--- config.mk ---
export PLATFORM = sky130hd
export DESIGN_NAME = bb_ram_loader
export DESIGN_NICKNAME = d
export VERILOG_FILES = /design/src/rtl/bb_ram_loader.sv
export SDC_FILE = /design/constraint.sdc
export NUM_CORES = 1
export LEC_CHECK = 0
export BUFFER_PORTS_ARGS = -buffer_cell sky130_fd_sc_hd__buf_4
export CORE_MARGIN = 2
export CORE_UTILIZATION = 59
export CTS_CLUSTER_SIZE = 28
export DETAILED_ROUTE_END_ITERATION = 6
export GPL_TIMING_DRIVEN = 0
export PLACE_DENSITY = 0.85
export SYNTH_ARGS = -nofsm -noshare
export SYNTH_HDL_FRONTEND = slang
export SYNTH_SLANG_ARGS = --single-unit
--- constraint.sdc ---
create_clock -name clk -period 4.1 [get_ports clk]
set_input_delay 0.615 -clock clk [delete_from_list [all_inputs] [get_ports clk]]
set_output_delay 0.615 -clock clk [all_outputs]
set_load 0.02 [all_outputs]
--- src/rtl/bb_ram_loader.sv ---
// bb_ram_loader: sync-hunting frame parser that writes payload words into one of 24 baseband RAMs and checks an XOR trailer.
module bb_ram_loader #(
  parameter logic [15:0] SYNC      = 16'hA55A,
  parameter int          CA_WORDS  = 32,
  parameter int          MSG_WORDS = 47,
  parameter int          CTL_WORDS = 4
) (
  input  logic        clk,
  input  logic        rst_n,
  input  logic [31:0] s_data,
  input  logic        s_valid,
  output logic        s_ready,
  input  logic        hold,
  output logic [31:0] wr_data,
  output logic [5:0]  wr_addr,
  output logic [23:0] wren,
  output logic        frame_ok,
  output logic        frame_err,
  output logic [7:0]  err_cnt,
  output logic        busy
);
  typedef enum logic [1:0] {IDLE, PAYLOAD, TRAILER, DROP} state_t;
  state_t      state, state_nx;
  logic [4:0]  tgt, tgt_nx;
  logic [5:0]  idx, idx_nx, len, len_nx;
  logic [31:0] acc, acc_nx, wr_data_nx;
  logic [5:0]  wr_addr_nx;
  logic [23:0] wren_nx;
  logic        ok_nx, err_nx, accept;
  logic [4:0]  hdr_tgt;
  assign s_ready = ~hold;
  assign accept  = s_valid & ~hold;
  assign busy    = state != IDLE;
  assign hdr_tgt = s_data[12:8];
  always_comb begin
    state_nx   = state;
    tgt_nx     = tgt;
    idx_nx     = idx;
    len_nx     = len;
    acc_nx     = acc;
    wr_data_nx = wr_data;
    wr_addr_nx = wr_addr;
    wren_nx    = '0;
    ok_nx      = 1'b0;
    err_nx     = 1'b0;
    case (state)
      IDLE: if (accept && s_data[31:16] == SYNC) begin
        tgt_nx   = hdr_tgt;
        idx_nx   = '0;
        acc_nx   = '0;
        len_nx   = hdr_tgt <= 5'd7 ? 6'(CA_WORDS) : hdr_tgt <= 5'd15 ? 6'(MSG_WORDS) : 6'(CTL_WORDS);
        state_nx = hdr_tgt > 5'd23 ? DROP : PAYLOAD;
      end
      PAYLOAD: if (accept) begin
        wr_data_nx = s_data;
        wr_addr_nx = idx;
        wren_nx    = 24'd1 << tgt;
        acc_nx     = acc ^ s_data;
        idx_nx     = idx + 6'd1;
        state_nx   = idx == len - 6'd1 ? TRAILER : PAYLOAD;
      end
      TRAILER: if (accept) begin
        ok_nx    = s_data == acc;
        err_nx   = s_data != acc;
        state_nx = IDLE;
      end
      DROP: begin
        err_nx   = 1'b1;
        state_nx = IDLE;
      end
      default: state_nx = IDLE;
    endcase
  end
  always_ff @(posedge clk or negedge rst_n) begin
    if (!rst_n) begin
      state     <= IDLE;
      tgt       <= '0;
      idx       <= '0;
      len       <= '0;
      acc       <= '0;
      wr_data   <= '0;
      wr_addr   <= '0;
      wren      <= '0;
      frame_ok  <= 1'b0;
      frame_err <= 1'b0;
      err_cnt   <= '0;
    end else begin
      state     <= state_nx;
      tgt       <= tgt_nx;
      idx       <= idx_nx;
      len       <= len_nx;
      acc       <= acc_nx;
      wr_data   <= wr_data_nx;
      wr_addr   <= wr_addr_nx;
      wren      <= wren_nx;
      frame_ok  <= ok_nx;
      frame_err <= err_nx;
      err_cnt   <= err_cnt + {7'd0, err_nx && err_cnt != 8'hFF};
    end
  end
endmodule

==> results_dict.tcl, run 1 <==
set metrics [dict create \
    numCtsBuffers 17 \
    synthArstFlopShare 1.00 \
    antenna_cells 0 \
    yosys_warnings 0 \
    synth_seq_cells 120 \
    finalSetupTns_ns 0 \
    p_int_mw 2.23 \
    swShare 0.237 \
    synthMuxAreaShare 0.0104 \
    hold_viol_final 0 \
    vdd_drop_max_mv 0.263 \
    hp-class "in2async" \
    reg2reg_depth 9 \
    synth-xor-area-share 0.0743 \
    crit_type "reg2reg" \
    maxCapViolCount 0 \
    dp_hpwl_mm 8.80 \
    postRouteWirelength_mm 13.2 \
    syn_inst 535 \
    seq_area_frac_synth 0.566 \
    finalClockSkew_ns 0.00642 \
    coreArea_um2 8720 \
    arrival_ns 2.91 \
    clockRootBuffer "clkbuf_8" \
    gr-total-overflow 0 \
    dr.pass1.iters 5 \
    synth_fa_ha_area_frac 0.0142 \
    dieArea_um2 9760 \
    ys_top_cells_by_area "dfrtp_1 (57%), nand2_1 (9.2%), a21oi_1 (4.6%), xnor2_1 (3.8%), xor2_1 (3.6%)" \
    outcome "completed" \
    ios 110 \
    slew_viol_final 0 \
    grt_setup_unrepaired "no" \
    clk_path_buf_depth 2 \
    cp-start-kind "register" \
    dieWidth_um 98.8 \
    initial_core_util 0.608 \
    chipHeight_um 98.8 \
    grt_max_degree 77 \
    yosys.cell_types.count 44 \
    avgSynthCellArea_um2 9.91 \
    antenna_found_initial 0 \
    dr_total_vias 4499 \
    netlist_area_um2 5300 \
    power_density_nw_per_um2 424 \
    final_cell_area_um2 6880 \
    detail-route-antenna-nets 0 \
    num-nets-final 704 \
    cp.required_ns 4.54 \
    p_sw_mw 0.691 \
    drive_gt1_frac 0.237 \
    first_global_vias 4424 \
    drt-wirelength-per-cell_um 16.8 \
    r2r_slack_ns 1.64 \
    cts_tree "done" \
    clk_pin_slew_ns 0.06 \
    ctsHtreeMaxLevel 4 \
    cts_resized 0 \
    crit_fanout 4 \
    drc_errors 0 \
    synthFlopType "dfrtp_1" \
    setup_viol 0 \
    synth-simple-area-share 0.193 \
    tightest_slew_ns 0.638 \
    final_cells 783 \
    synth_top_family_by_area "simple AND/OR/NAND/NOR gates" \
    timing.final.crit_share 0.601 \
    clockPowerShare 0.515 \
    place.gp.congestion 0.858 \
    yosysTopAreaCellShare 0.566 \
    startpoint "acc[28]" \
    drt_iter0_drc 281 \
    power_frac_comb 0.063 \
    synth_nets 577 \
    power_mw 2.92 \
    slew_headroom 0.572 \
    max_freq_mhz 406 \
    r2r_start "acc[28]" \
    clkSinkCount 120 \
    placed_cell_area_um2 6270 \
    routed_via_density 5.75 \
    yosys.area.top_type "dfrtp_1" \
    cellLeakagePower_nw 3.53 \
    fp-row-count 34 \
    track_usage 0.281 \
    end_kind "register" \
    grt_pass1_wl_mm 21.6 \
    post_cts_buffers 0 \
    power_frac_seq 0.422 \
    area_growth_pct 29.7 \
    clk_latency_ns 0.52 \
    ctsHoldBuffers 0 \
    r2r-end "err_cnt[6]" \
    synth_compound_area_frac 0.111 \
    place_inst 751 \
    synth_edf_count 0 \
    numPortBuffers 107 \
    period_minus_slack_ns 2.46 \
]
[synthesized netlist by cell type, types with 2 or more instances]
cell	number
a21oi_1	49
and3_1	3
and4bb_2	2
buf_1	3
buf_2	7
buf_6	2
clkbuf_1	15
dfrtp_1	120
ha_1	6
inv_1	8
mux2_2	4
nand2_1	130
nand2b_1	3
nand3_1	9
nand3b_1	10
nand4_1	9
nor2_1	33
nor2b_1	2
nor3_1	9
nor4_1	6
o21a_1	23
o21ai_0	16
o22ai_1	2
xnor2_1	23
xor2_1	22
[routing by layer]
metal	share of wire	track usage	up-vias	wire length [um]
li1	-	-	2058	-
met1	0.39	0.351	2235	5200
met2	0.53	0.483	172	6930
met3	0.059	0.0574	34	774
met4	0.022	0.107	0	289
met5	0	0	-	0
[flip-flops by register name, indices dropped and copies added (netlist names)]
signal and count:
frame_ok 1, wr_addr 6, err_cnt 8, len 3, acc 32, frame_err 1, idx 6, tgt 5
wr_data 32, state 2, wren 24
[layout by cell type, fill, tap and decap left out, drive strengths merged, types with 2 or more instances in the layout]
| cell | n |
|---|---|
| nor3 | 9 |
| xnor2 | 23 |
| clkinv | 7 |
| o21a | 23 |
| mux2 | 4 |
| nand3b | 10 |
| nor2b | 2 |
| o21ai | 16 |
| clkbuf | 32 |
| nor4 | 7 |
| xor2 | 22 |
| inv | 13 |
| and3 | 3 |
| o22ai | 2 |
| or2 | 2 |
| bufinv | 3 |
| ha | 6 |
| nand2b | 3 |
| nand4 | 9 |
| nor2 | 33 |
| nand2 | 130 |
| buf | 121 |
| dfrtp | 120 |
| a21oi | 49 |
| nand3 | 9 |
| and4bb | 2 |
[through the flow]
stage	util	worst slack (ns)	hold WS [ns]
detailed placement	0.719	1.25	0.464
CTS	0.789	1.66	0.0305
finish	0.789	1.64	0.0150
global route	0.789	1.42	0.0442
floorplan	-	1.73	0.319
global placement	0.716	1.32	0.459
[how the worst max path moves through the flow]
stage / to / depth (start not counted)
2_1_floorplan: err_cnt[4] / 9
3_3_place_gp: err_cnt[6] / 9
3_5_place_dp: err_cnt[6] / 9
4_1_cts: err_cnt[6] / 9
5_1_grt: err_cnt[4] / 9
6_report: err_cnt[6] / 9
[power groups by stage]
| stage | sequential (mW) | clock [mW] | combinational [mW] |
|---|---|---|---|
| 6_report | 1.23 | 1.50 | 0.183 |
| 5_1_grt | 1.24 | 1.56 | 0.200 |
| 4_1_cts | 1.23 | 1.51 | 0.185 |
| 3_5_place_dp | 1.25 | 0 | 0.181 |
| 3_3_place_gp | 1.25 | 0 | 0.172 |
| 2_1_floorplan | 1.27 | 0 | 0.0568 |
[critical path: stages, from the launching register on]
cell,delay [ns]
dfrtp_1,0.41
xnor2_1,0.21
nand4_1,0.15
nor4_1,0.39
nand3_1,0.22
o31a_1,0.28
ha_1,0.23
ha_1,0.24
nand3_1,0.12
xnor2_1,0.12
[area by class of cell]
cell class / count / area, um^2
Sequential cell: 120 / 3000
Tap cell: 108 / 135
Fill cell: 547 / 1840
Buffer: 28 / 133
Clock buffer: 17 / 414
Timing Repair Buffer: 108 / 835
Multi-Input combinational cell: 379 / 2140
Inverter: 8 / 30.0
Clock inverter: 15 / 190
[kinds of logic (layout without fill, tap and decap cells)]
family / count (synthesis) / after routing
adder cells (fa/ha/maj): 6 / 6
XOR/XNOR: 45 / 45
AND/OR/NAND/NOR: 224 / 224
buffers and inverters: 36 / 176
multiplexers: 5 / 5
AO/OA/AOI/OAI: 99 / 99
flip-flops: 120 / 120
Note: power is estimated with default switching activity, not from simulation.
==> run 2: changes to the inputs <==
- CORE_UTILIZATION: 59 -> 55
- PLACE_DENSITY: 0.85 -> 0.8
- clock period: 4.1 -> 2.5 ns (I/O delays scaled with it)
==> results_dict.tcl, run 2 (synthesis gave the netlist of run 1 again) <==
set metrics [dict create \
    outcome "completed" \
    crit_slowest_cell "dfrtp_1" \
    layout_common_cells "nand2_1 (130), dfrtp_1 (120), buf_4 (108)" \
    clockPowerShare 0.494 \
    drc_errors 0 \
    max_freq_mhz 420 \
    clk_latency_ns 0.52 \
    numCtsBuffers 17 \
    gr-total-overflow 0 \
    first_global_vias 4190 \
    p_sw_mw 1.14 \
    hold_ws_ns 0.0912 \
    power_density_nw_per_um2 665 \
    drive_gt1_frac 0.244 \
    arrival_ns 2.80 \
    grt_setup_unrepaired "no" \
    path_cells "xnor2_1 -> nand4_1 -> nor4_2 -> nand3_2 -> o31a_1 -> ha_1 -> ha_1 -> nand3_1 -> xnor2_1" \
    crit_type "reg2reg" \
    cp-start-kind "register" \
    vdd_drop_max_mv 0.415 \
    postRouteWirelength_mm 12.8 \
    initial_core_util 0.571 \
    dr.pass1.iters 4 \
    swShare 0.248 \
    period_minus_slack_ns 2.38 \
    end_kind "register" \
    cp.required_ns 2.92 \
    power_frac_comb 0.066 \
    clk_path_buf_depth 2 \
    track_usage 0.258 \
    top_layer_used "met4" \
    fp-row-count 35 \
    top_regs "acc (32), wr_data (32), wren (24)" \
    cellLeakagePower_nw 3.51 \
    clkSinkCount 120 \
    r2r_slack_ns 0.12 \
    fin_util 0.743 \
    routed_via_density 5.37 \
    max_stage_delay_ns 0.41 \
    drt_iter0_drc 212 \
    maxCapViolCount 0 \
    finalSetupTns_ns 0 \
    setup_viol 0 \
    wl_met3_um 518 \
    crit_fanout 4 \
    detail-route-antenna-nets 0 \
    place.gp.congestion 0.887 \
    final_common_cell "nand2_1" \
    grt_pass1_wl_mm 20.6 \
    num-nets-final 706 \
    slew_viol_final 0 \
    drt-wirelength-per-cell_um 15.8 \
    slew_headroom 0.565 \
    clockRootBuffer "clkbuf_8" \
    grt_max_degree 67 \
    wl_met1_mm 5.48 \
    antenna_found_initial 0 \
    dieWidth_um 102 \
    finalClockSkew_ns 0.0117 \
    p_int_mw 3.45 \
    clk_pin_slew_ns 0.06 \
    dieArea_um2 10400 \
    timing.final.crit_share 0.952 \
    wl_met2_mm 6.55 \
    power_frac_seq 0.440 \
    ctsHtreeMaxLevel 4 \
    antenna_cells 0 \
    ios 110 \
    hold_viol_final 0 \
    chipHeight_um 102 \
    tightest_slew_ns 0.648 \
    area_growth_pct 30.1 \
    cts_tree "done" \
    numPortBuffers 107 \
    coreArea_um2 9280 \
    dr_total_vias 4330 \
    dp_hpwl_mm 8.75 \
    hp-class "in2reg" \
]
## run 2: metal layers
layer | track usage | up-vias
met5 | 0 | -
met4 | 0.0677 | 0
met3 | 0.0602 | 18
met2 | 0.439 | 120
met1 | 0.336 | 2139
li1 | - | 2053
## run 2: critical path: cells and delay by family, from the launching register on
| kind | cells | cell delay (ns) |
|---|---|---|
| and+or+nand+nor | 4 | 0.76 |
| adders and majority gates | 2 | 0.48 |
| DFF | 1 | 0.41 |
| xor gates and xnor gates | 2 | 0.36 |
| AOI/OAI and AO/OA | 1 | 0.27 |
## run 2: path summary, 6_finish.rpt
check | startpoint | depth (start not counted) | end
worst min-delay path | s_data[3] | 3 | wr_data[3]
worst max register to register | acc[24] | 9 | err_cnt[6]
worst min register to register | wr_addr[0] | 2 | wr_addr[0]
worst max-delay path | acc[24] | 9 | err_cnt[6]
max in group asynchronous | rst_n | 3 | wren[8]
min in group asynchronous | rst_n | 2 | idx[4]
## run 2: cell type report
type                    count  area (um^2)
plain buffers              28          133
clock buffers              17          414
clock inverters            15          145
fillers                   691         2380
inverters                   8         30.0
multi-input cells         379         2160
flip-flops and latches    120         3000
well taps                 129          161
repair buffers            110          852
## run 2: repair_timing
action                                 CTS  global route
setup buffers                            0             1
endpoints found under the hold margin   54             0
gates resized for setup                  0             4
hold buffers                             1             0
setup endpoints to repair                0             3
## run 2: power by group through the flow
stage,Sequential (mW),Combinational [mW],Clock (mW)
after floorplan,2.08,0.0932,0
after global placement,2.05,0.284,0
after detailed placement,2.05,0.298,0
after CTS,2.02,0.303,2.28
after global routing,2.03,0.331,2.38
final,2.02,0.302,2.27
## run 2: metrics by stage
step / std cells / cell area (um^2) / worst slack, ns / power [mW]
after CTS: 805 / 6870 / 0.0223 / 4.61
after global placement: 771 / 6270 / -0.110 / 2.34
after global routing: 806 / 6900 / 0.0139 / 4.74
after detailed placement: 772 / 6300 / -0.190 / 2.35
final: 806 / 6900 / 0.120 / 4.59
after floorplan: 535 / 5300 / 0.369 / 2.17
